**src/rtl/luma_edge_feeder_pkg.sv**
```systemverilog
// Shared deblocking definitions: FSM encoding, buffer address fields,
// pixel packing and scan geometry for the luma edge feeder.
package luma_edge_feeder_pkg;

    localparam int RD_LAT        = 1;
    localparam int PIPE_LAT_DEF  = 2;
    localparam int DRAIN_CYC     = RD_LAT + PIPE_LAT_DEF;
    localparam int LINES_PER_DIR = 64;
    localparam int LINE_CNT_W    = $clog2(LINES_PER_DIR);

    localparam int ADDR_W    = 7;
    localparam int ADDR_DIR  = 6;
    localparam int EDGE_MSB  = 5;
    localparam int EDGE_LSB  = 4;
    localparam int LINE_MSB  = 3;
    localparam int LINE_LSB  = 0;

    localparam int PIX_W    = 8;
    localparam int VEC_W    = 8 * PIX_W;
    localparam int QP_W     = 6;
    localparam int BS_W     = 3;
    localparam int BS_VEC_W = 16 * BS_W;

    // p3 sits in the top byte, q3 in the bottom byte
    localparam int P3_LSB = 56;
    localparam int P2_LSB = 48;
    localparam int P1_LSB = 40;
    localparam int P0_LSB = 32;
    localparam int Q0_LSB = 24;
    localparam int Q1_LSB = 16;
    localparam int Q2_LSB = 8;
    localparam int Q3_LSB = 0;

    typedef enum logic [2:0] {
        ST_IDLE    = 3'd0,
        ST_VER     = 3'd1,
        ST_DRAIN_V = 3'd2,
        ST_HOR     = 3'd3,
        ST_DRAIN_H = 3'd4,
        ST_DONE    = 3'd5
    } db_state_t;

    typedef struct packed {
        logic [QP_W-1:0] cur;
        logic [QP_W-1:0] left;
        logic [QP_W-1:0] top;
    } qp_set_t;

    function automatic logic [ADDR_W-1:0] db_addr(input logic dir,
                                                  input logic [LINE_CNT_W-1:0] cnt);
        return {dir, cnt};
    endfunction

    // k = edge*4 + block, which is simply the top four bits of the line counter
    function automatic logic [BS_W-1:0] bs_pick(input logic [BS_VEC_W-1:0] bs,
                                                input logic [3:0] k);
        return bs[int'(k)*BS_W +: BS_W];
    endfunction

endpackage

```
**src/rtl/luma_edge_feeder_db_wr_delay.sv**
```systemverilog
// Valid/address shift register that turns each buffer read into the matching
// write-back once the filtered vector returns from the pipeline.
module db_wr_delay
    import luma_edge_feeder_pkg::*;
#(
    parameter int DEPTH = DRAIN_CYC,
    parameter int AW    = ADDR_W
) (
    input  logic          clk,
    input  logic          rst,
    input  logic          in_valid,
    input  logic [AW-1:0] in_addr,
    output logic          out_valid,
    output logic [AW-1:0] out_addr
);

    logic [DEPTH-1:0] vld;
    logic [AW-1:0]    adr [DEPTH];

    always_ff @(posedge clk or posedge rst) begin
        if (rst) begin
            vld <= '0;
            for (int i = 0; i < DEPTH; i++) begin
                adr[i] <= '0;
            end
        end else begin
            vld[0] <= in_valid;
            adr[0] <= in_addr;
            for (int i = 1; i < DEPTH; i++) begin
                vld[i] <= vld[i-1];
                adr[i] <= adr[i-1];
            end
        end
    end

    assign out_valid = vld[DEPTH-1];
    assign out_addr  = adr[DEPTH-1];

endmodule

```
**src/rtl/luma_edge_feeder.sv**
```systemverilog
// Luma deblocking feeder: scans 4 vertical then 4 horizontal edges per MB,
// streams p3..q3 vectors with bs/qp into the filter and writes results back.
//
// state    | meaning
// ---------+----------------------------------------------------------
// IDLE     | waiting for start_i; MB parameters latched on start
// VER      | 64 reads of vertical-edge lines (dir 0)
// DRAIN_V  | RD_LAT+PIPE_LAT idle cycles so vertical writes land first
// HOR      | 64 reads of horizontal-edge lines (dir 1)
// DRAIN_H  | wait for the last horizontal write
// DONE     | one-cycle done_o pulse
module luma_edge_feeder
    import luma_edge_feeder_pkg::*;
#(
    parameter int PIPE_LAT = PIPE_LAT_DEF
) (
    input  logic                clk,
    input  logic                rst,
    input  logic                start_i,
    input  logic [QP_W-1:0]     qp_cur_i,
    input  logic [QP_W-1:0]     qp_left_i,
    input  logic [QP_W-1:0]     qp_top_i,
    input  logic [BS_VEC_W-1:0] bs_v_i,
    input  logic [BS_VEC_W-1:0] bs_h_i,
    output logic                rd_en_o,
    output logic [ADDR_W-1:0]   rd_addr_o,
    input  logic [VEC_W-1:0]    rd_data_i,
    output logic [VEC_W-1:0]    pq_o,
    output logic [BS_W-1:0]     bs_o,
    output logic [QP_W-1:0]     qp1_o,
    output logic [QP_W-1:0]     qp2_o,
    input  logic [VEC_W-1:0]    flt_i,
    output logic                wr_en_o,
    output logic [ADDR_W-1:0]   wr_addr_o,
    output logic [VEC_W-1:0]    wr_data_o,
    output logic                busy_o,
    output logic                done_o
);

    localparam int DRAIN_LEN = RD_LAT + PIPE_LAT;
    localparam int TMR_W     = (DRAIN_LEN > 1) ? $clog2(DRAIN_LEN) : 1;

    db_state_t             state, state_nxt;
    logic [LINE_CNT_W-1:0] cnt, cnt_nxt;
    logic [TMR_W-1:0]      tmr, tmr_nxt;
    logic                  latch_en;
    logic                  rd_en;
    logic                  dir;
    logic                  last_line;

    qp_set_t               qp_lat;
    logic [BS_VEC_W-1:0]   bs_v_lat, bs_h_lat;

    logic [BS_W-1:0]       bs_sel, bs_q;
    logic [QP_W-1:0]       qp1_sel, qp2_sel, qp1_q, qp2_q;
    logic [ADDR_W-1:0]     rd_addr;

    assign last_line = (cnt == LINE_CNT_W'(LINES_PER_DIR - 1));

    always_ff @(posedge clk or posedge rst) begin
        if (rst) begin
            state <= ST_IDLE;
            cnt   <= '0;
            tmr   <= '0;
        end else begin
            state <= state_nxt;
            cnt   <= cnt_nxt;
            tmr   <= tmr_nxt;
        end
    end

    always_comb begin
        state_nxt = state;
        cnt_nxt   = cnt;
        tmr_nxt   = tmr;
        latch_en  = 1'b0;
        rd_en     = 1'b0;
        dir       = 1'b0;
        unique case (state)
            ST_IDLE: begin
                if (start_i) begin
                    latch_en  = 1'b1;
                    cnt_nxt   = '0;
                    state_nxt = ST_VER;
                end
            end
            ST_VER: begin
                rd_en   = 1'b1;
                cnt_nxt = cnt + 1'b1;
                if (last_line) begin
                    tmr_nxt   = TMR_W'(DRAIN_LEN - 1);
                    state_nxt = ST_DRAIN_V;
                end
            end
            ST_DRAIN_V: begin
                if (tmr == '0) begin
                    cnt_nxt   = '0;
                    state_nxt = ST_HOR;
                end else begin
                    tmr_nxt = tmr - 1'b1;
                end
            end
            ST_HOR: begin
                rd_en   = 1'b1;
                dir     = 1'b1;
                cnt_nxt = cnt + 1'b1;
                if (last_line) begin
                    tmr_nxt   = TMR_W'(DRAIN_LEN - 1);
                    state_nxt = ST_DRAIN_H;
                end
            end
            ST_DRAIN_H: begin
                if (tmr == '0) begin
                    state_nxt = ST_DONE;
                end else begin
                    tmr_nxt = tmr - 1'b1;
                end
            end
            ST_DONE: begin
                state_nxt = ST_IDLE;
            end
            default: begin
                state_nxt = ST_IDLE;
            end
        endcase
    end

    // MB parameters are frozen for the whole scan; a start while busy is ignored
    always_ff @(posedge clk or posedge rst) begin
        if (rst) begin
            qp_lat   <= '0;
            bs_v_lat <= '0;
            bs_h_lat <= '0;
        end else if (latch_en) begin
            qp_lat.cur  <= qp_cur_i;
            qp_lat.left <= qp_left_i;
            qp_lat.top  <= qp_top_i;
            bs_v_lat    <= bs_v_i;
            bs_h_lat    <= bs_h_i;
        end
    end

    always_comb begin
        bs_sel  = bs_pick(dir ? bs_h_lat : bs_v_lat, cnt[LINE_CNT_W-1 -: 4]);
        qp2_sel = qp_lat.cur;
        qp1_sel = qp_lat.cur;
        if (cnt[LINE_CNT_W-1 -: 2] == 2'd0) begin
            qp1_sel = dir ? qp_lat.top : qp_lat.left;
        end
    end

    // Registered one cycle so bs/qp line up with rd_data_i; bs 0 means pass-through
    always_ff @(posedge clk or posedge rst) begin
        if (rst) begin
            bs_q  <= '0;
            qp1_q <= '0;
            qp2_q <= '0;
        end else if (rd_en) begin
            bs_q  <= bs_sel;
            qp1_q <= qp1_sel;
            qp2_q <= qp2_sel;
        end else begin
            bs_q  <= '0;
        end
    end

    assign rd_addr = db_addr(dir, cnt);

    db_wr_delay #(
        .DEPTH (DRAIN_LEN),
        .AW    (ADDR_W)
    ) u_wr_delay (
        .clk       (clk),
        .rst       (rst),
        .in_valid  (rd_en),
        .in_addr   (rd_addr),
        .out_valid (wr_en_o),
        .out_addr  (wr_addr_o)
    );

    assign rd_en_o   = rd_en;
    assign rd_addr_o = rd_addr;
    assign pq_o      = rd_data_i;
    assign bs_o      = bs_q;
    assign qp1_o     = qp1_q;
    assign qp2_o     = qp2_q;
    assign wr_data_o = flt_i;
    assign busy_o    = (state != ST_IDLE);
    assign done_o    = (state == ST_DONE);

endmodule

```
**config.mk**
```make
export PLATFORM = sky130hd
export DESIGN_NAME = luma_edge_feeder
export DESIGN_NICKNAME = d
export VERILOG_FILES = /design/src/rtl/luma_edge_feeder_pkg.sv /design/src/rtl/luma_edge_feeder_db_wr_delay.sv /design/src/rtl/luma_edge_feeder.sv
export SDC_FILE = /design/constraint.sdc
export NUM_CORES = 1
export LEC_CHECK = 0
export CORE_AREA = 2 2 156 158
export CTS_BUF_LIST = sky130_fd_sc_hd__clkbuf_8
export CTS_CLUSTER_SIZE = 28
export DETAILED_ROUTE_END_ITERATION = 8
export DIE_AREA = 0 0 158 160
export DONT_BUFFER_PORTS = 1
export PLACE_DENSITY = 0.54
export SYNTH_ARGS = -nofsm -noshare
export SYNTH_HDL_FRONTEND = slang
export SYNTH_SLANG_ARGS = --single-unit
```
**constraint.sdc**
```tcl
create_clock -name clk -period 5.2 [get_ports clk]
set_clock_uncertainty 0.15 [all_clocks]
set_input_delay 0.52 -clock clk [delete_from_list [all_inputs] [get_ports clk]]
set_output_delay 0.52 -clock clk [all_outputs]
set_load 0.1 [all_outputs]
```
==> impl_metrics.py <==
metrics = {
    "global_routing": {
        "antenna_found_initial": 6,
        "grt-ovfl-total": 0,
        "grt_max_degree": 72,
        "grt_pass1_vias": 4572,
        "grtUsageTotal_pct": 21.2,
        "grt_first_pass_wirelength_microns": 37100,
    },
    "yosys": {
        "synthDistinctLibCells": 41,
        "synth_seq_cells": 164,
        "postSynthAreaPerCell_sq_um": 12.8,
        "synth_top_area_share_pct": 51.6,
        "syn-num-nets": 866,
        "seq_area_frac_synth_pct": 51.6,
        "syn_inst": 619,
        "synthTopCellsByArea": "dfrtp_1 52%, mux2_2 16%, buf_4 14%",
        "netlist.top_cell.by_area": "dfrtp_1",
        "synth_area_sq_mm": 0.00795,
        "yosysWarnings": 0,
    },
    "placed_design": {
        "place_congestion": 0.839,
        "dp_worst_setup_slack_ns": 2.17,
        "post-dp-hpwl_microns": 21700,
        "io_buffers": 0,
    },
    "timing": {
        "finalMaxSlewViolations": 0,
        "worstMarginPinSlew_ns": 1.16,
        "relSlewSlack_pct": 22.7,
        "rsz0062_at_grt": "false",
        "hold_viol": 0,
        "fin_crit_sh_pct": 67.1,
        "setup_viol": 0,
        "post-route-min-period_ns": 3.49,
        "setup_tns_ns": 0,
        "setup_slack_ns": 1.71,
        "fmax_ghz": 0.287,
        "whs_ns": 0.0396,
    },
    "layout": {
        "fillers": 2375,
        "post_route_cells_drive_above_1_share_pct": 36.0,
        "post-route-util_pct": 32.6,
        "area_delta_synth_final_pct": -2.20,
        "seqCellArea_sq_mm": 0.00411,
        "multiInputGateArea_sq_mm": 0.00261,
        "finalNetCount": 739,
    },
    "clocking": {
        "clk_pin_slew_ns": 0.11,
        "clockBufferDepth": 2,
        "htreeDepth": 4,
        "postCtsSetupBuffers": 0,
        "tritoncts": "built",
        "clk_latency_ns": 0.47,
        "clock-sinks": 164,
        "cts_root_buf": "clkbuf_8",
        "cts_made_buffers": 17,
    },
    "floorplanning": {
        "dieArea_sq_mm": 0.0253,
        "start_util_pct": 33.4,
        "ios": 406,
        "coreArea_sq_mm": 0.0238,
        "die_h_microns": 160,
        "die_x_microns": 158,
        "row_count": 57,
    },
    "critical_path": {
        "r2r_slack_ns": 2.21,
        "slowest_stage": "dfrtp_1",
        "cp.buffers_inverters": 1,
        "critical-path-top-delay-family": "flip-flops",
        "r2r-end": "bs_o[2]",
        "slowest_delay_ns": 0.90,
        "reg2reg_depth": 4,
        "end_kind": "output port",
        "critPathKind": "reg -> out",
        "worstPathRequired_ns": 4.53,
        "worstPathMaxFanout": 31,
        "crit_chain": "nand3b_4 -> inv_1",
        "start_kind": "flip-flop",
        "crit_arrival_ns": 2.82,
        "r2r_start": "state[1]",
    },
    "min_path": {
        "holdPathStages": 1,
        "whs_endpoint": "qp2_sel[1]",
        "min-delay-start": "qp_cur_i[1]",
        "hold_path.class": "in -> reg",
    },
    "detailed_routing": {
        "drcViolationCount": 0,
        "wire_per_inst_microns": 32.2,
        "first_pass_iters": 4,
        "wl_microns": 26800,
        "viasPerCell": 5.06,
        "drtAntennaViolNets": 0,
        "vias": 4217,
        "detail_route.iter0.violations": 233,
    },
    "power_and_ir_drop": {
        "vdd_drop_max_mv": 0.158,
        "leakage_nw": 3.39,
        "finalPower_mw": 2.45,
        "power.density_mw_per_mm2": 316,
    },
    "job": {
        "max_cap_viol_count": 0,
    },
    "run_status": {
        "status": "finished, final reports clean",
    },
}
==> logic make-up after synthesis <==
| kind of cell | after synthesis | synth area share, % |
|---|---|---|
| xor gates and xnor gates | 2 | 0.220 |
| buffers and inverters | 178 | 15.7 |
| adders and majority gates | 2 | 0.315 |
| DFF | 164 | 51.6 |
| muxes | 147 | 23.9 |
| and+or+nand+nor | 72 | 4.03 |
| AOI/OAI and AO/OA | 54 | 4.20 |
==> worst register-to-register path: cells and delay by family (launching register included) <==
family	cells	cell delay (ns)
compound gates	2	0.53
mux	1	0.72
simple gates	1	0.56
flops	1	0.90
==> flip-flops by register name, summed over array words and instances, names as in the netlist <==
name and flops:
bs_o 3, qp_lat 12, u_wr_delay.adr 14, tmr 2, qp2_sel 6, qp1_o 6, bs_h_lat 48, state 3
cnt 6, u_wr_delay.vld 3, qp2_o 6, u_wr_delay.out_addr 7, bs_v_lat 48
==> layout make-up <==
type                            count  share of cell area [%]
Timing Repair Buffer               19                    2.16
Inverter                           13                   0.692
Tap cell                          324                    5.21
Sequential cell                   164                    52.8
Antenna cell                        4                   0.129
Clock buffer                       17                    3.01
Multi-Input combinational cell    277                    33.6
Clock inverter                     15                    2.43
==> worst max path at each step <==
stage	slack, ns	endpoint	from	cells past startpoint
floorplan	0.1	bs_h_lat[0]	rst	1
global placement	2.21	rd_addr_o[6]	state[1]	2
detailed placement	2.17	rd_addr_o[6]	state[1]	2
CTS	1.62	rd_addr_o[6]	state[1]	2
global route	1.55	rd_addr_o[6]	state[1]	2
finish	1.71	rd_addr_o[6]	state[1]	2
==> cell usage after synthesis <==
cell type and instances:
dfrtp_1 164, buf_4 145, mux2_2 115, nand2_1 41
mux4_2 19, a21oi_1 17, o21ai_0 14, inv_1 11
nor2_1 11, mux2i_1 10, nand3_1 10, clkbuf_1 9
buf_2 8, a221oi_1 3, a31oi_1 3, mux4_1 3
nor2b_1 3, a211oi_1 2, a22o_1 2, buf_6 2
ha_1 2, nor3_1 2, o21a_1 2, o22ai_1 2
or3_1 2, xnor2_1 2, a2111oi_0 1, a221o_1 1
a22oi_1 1, a2bb2oi_1 1, a311oi_1 1, and2_1 1
clkbuf_8 1, clkinv_1 1, inv_2 1, nand3b_4 1
nor3b_1 1, o211ai_1 1, o21ai_1 1, o311a_1 1
o31ai_1 1
==> report_power, final <==
part	leakage [nW]	internal (mW)	switching, mW	total, mW
logic	1.13	0.0583	0.0496	0.108
registers	2.05	1.32	0.0750	1.40
clock network	0.209	0.370	0.578	0.947
==> per-layer routing <==
| layer | vias to the layer above | track usage, % | wire length (microns) |
|---|---|---|---|
| met4 | 4 | 4.34 | 282 |
| met2 | 341 | 33.1 | 12500 |
| met5 | - | 0.595 | 21 |
| met1 | 2088 | 18.2 | 7260 |
| met3 | 21 | 23.3 | 6730 |
| li1 | 1763 | - | - |
==> through the flow <==
stage,area (sq um),instances
2_1_floorplan,7950,619
3_3_place_gp,7240,787
3_5_place_dp,7240,787
4_1_cts,7760,829
5_1_grt,7770,831
6_report,7770,833
==> cell usage in the layout (no fill, tap or decap), types with 3 or more instances in the layout <==
| cell | instances |
|---|---|
| mux4_1 | 3 |
| inv_1 | 10 |
| buf_4 | 9 |
| nor2b_1 | 3 |
| nand3_1 | 10 |
| dlygate4sd3_1 | 10 |
| diode_2 | 4 |
| inv_6 | 4 |
| clkbuf_8 | 17 |
| mux2_2 | 115 |
| o21ai_0 | 14 |
| a21oi_1 | 17 |
| nor2_1 | 9 |
| a31oi_1 | 3 |
| clkinv_8 | 7 |
| nand2_1 | 41 |
| dfrtp_1 | 162 |
| mux4_2 | 19 |
| mux2i_1 | 10 |
| a221oi_1 | 3 |
| clkinv_4 | 3 |
==> repair_timing <==
item	in CTS	in global routing
resized for setup	0	0
hold endpoints to repair	63	0
hold buffers	10	0
setup endpoints to repair	0	0
Power figures use the tool's default switching activity.
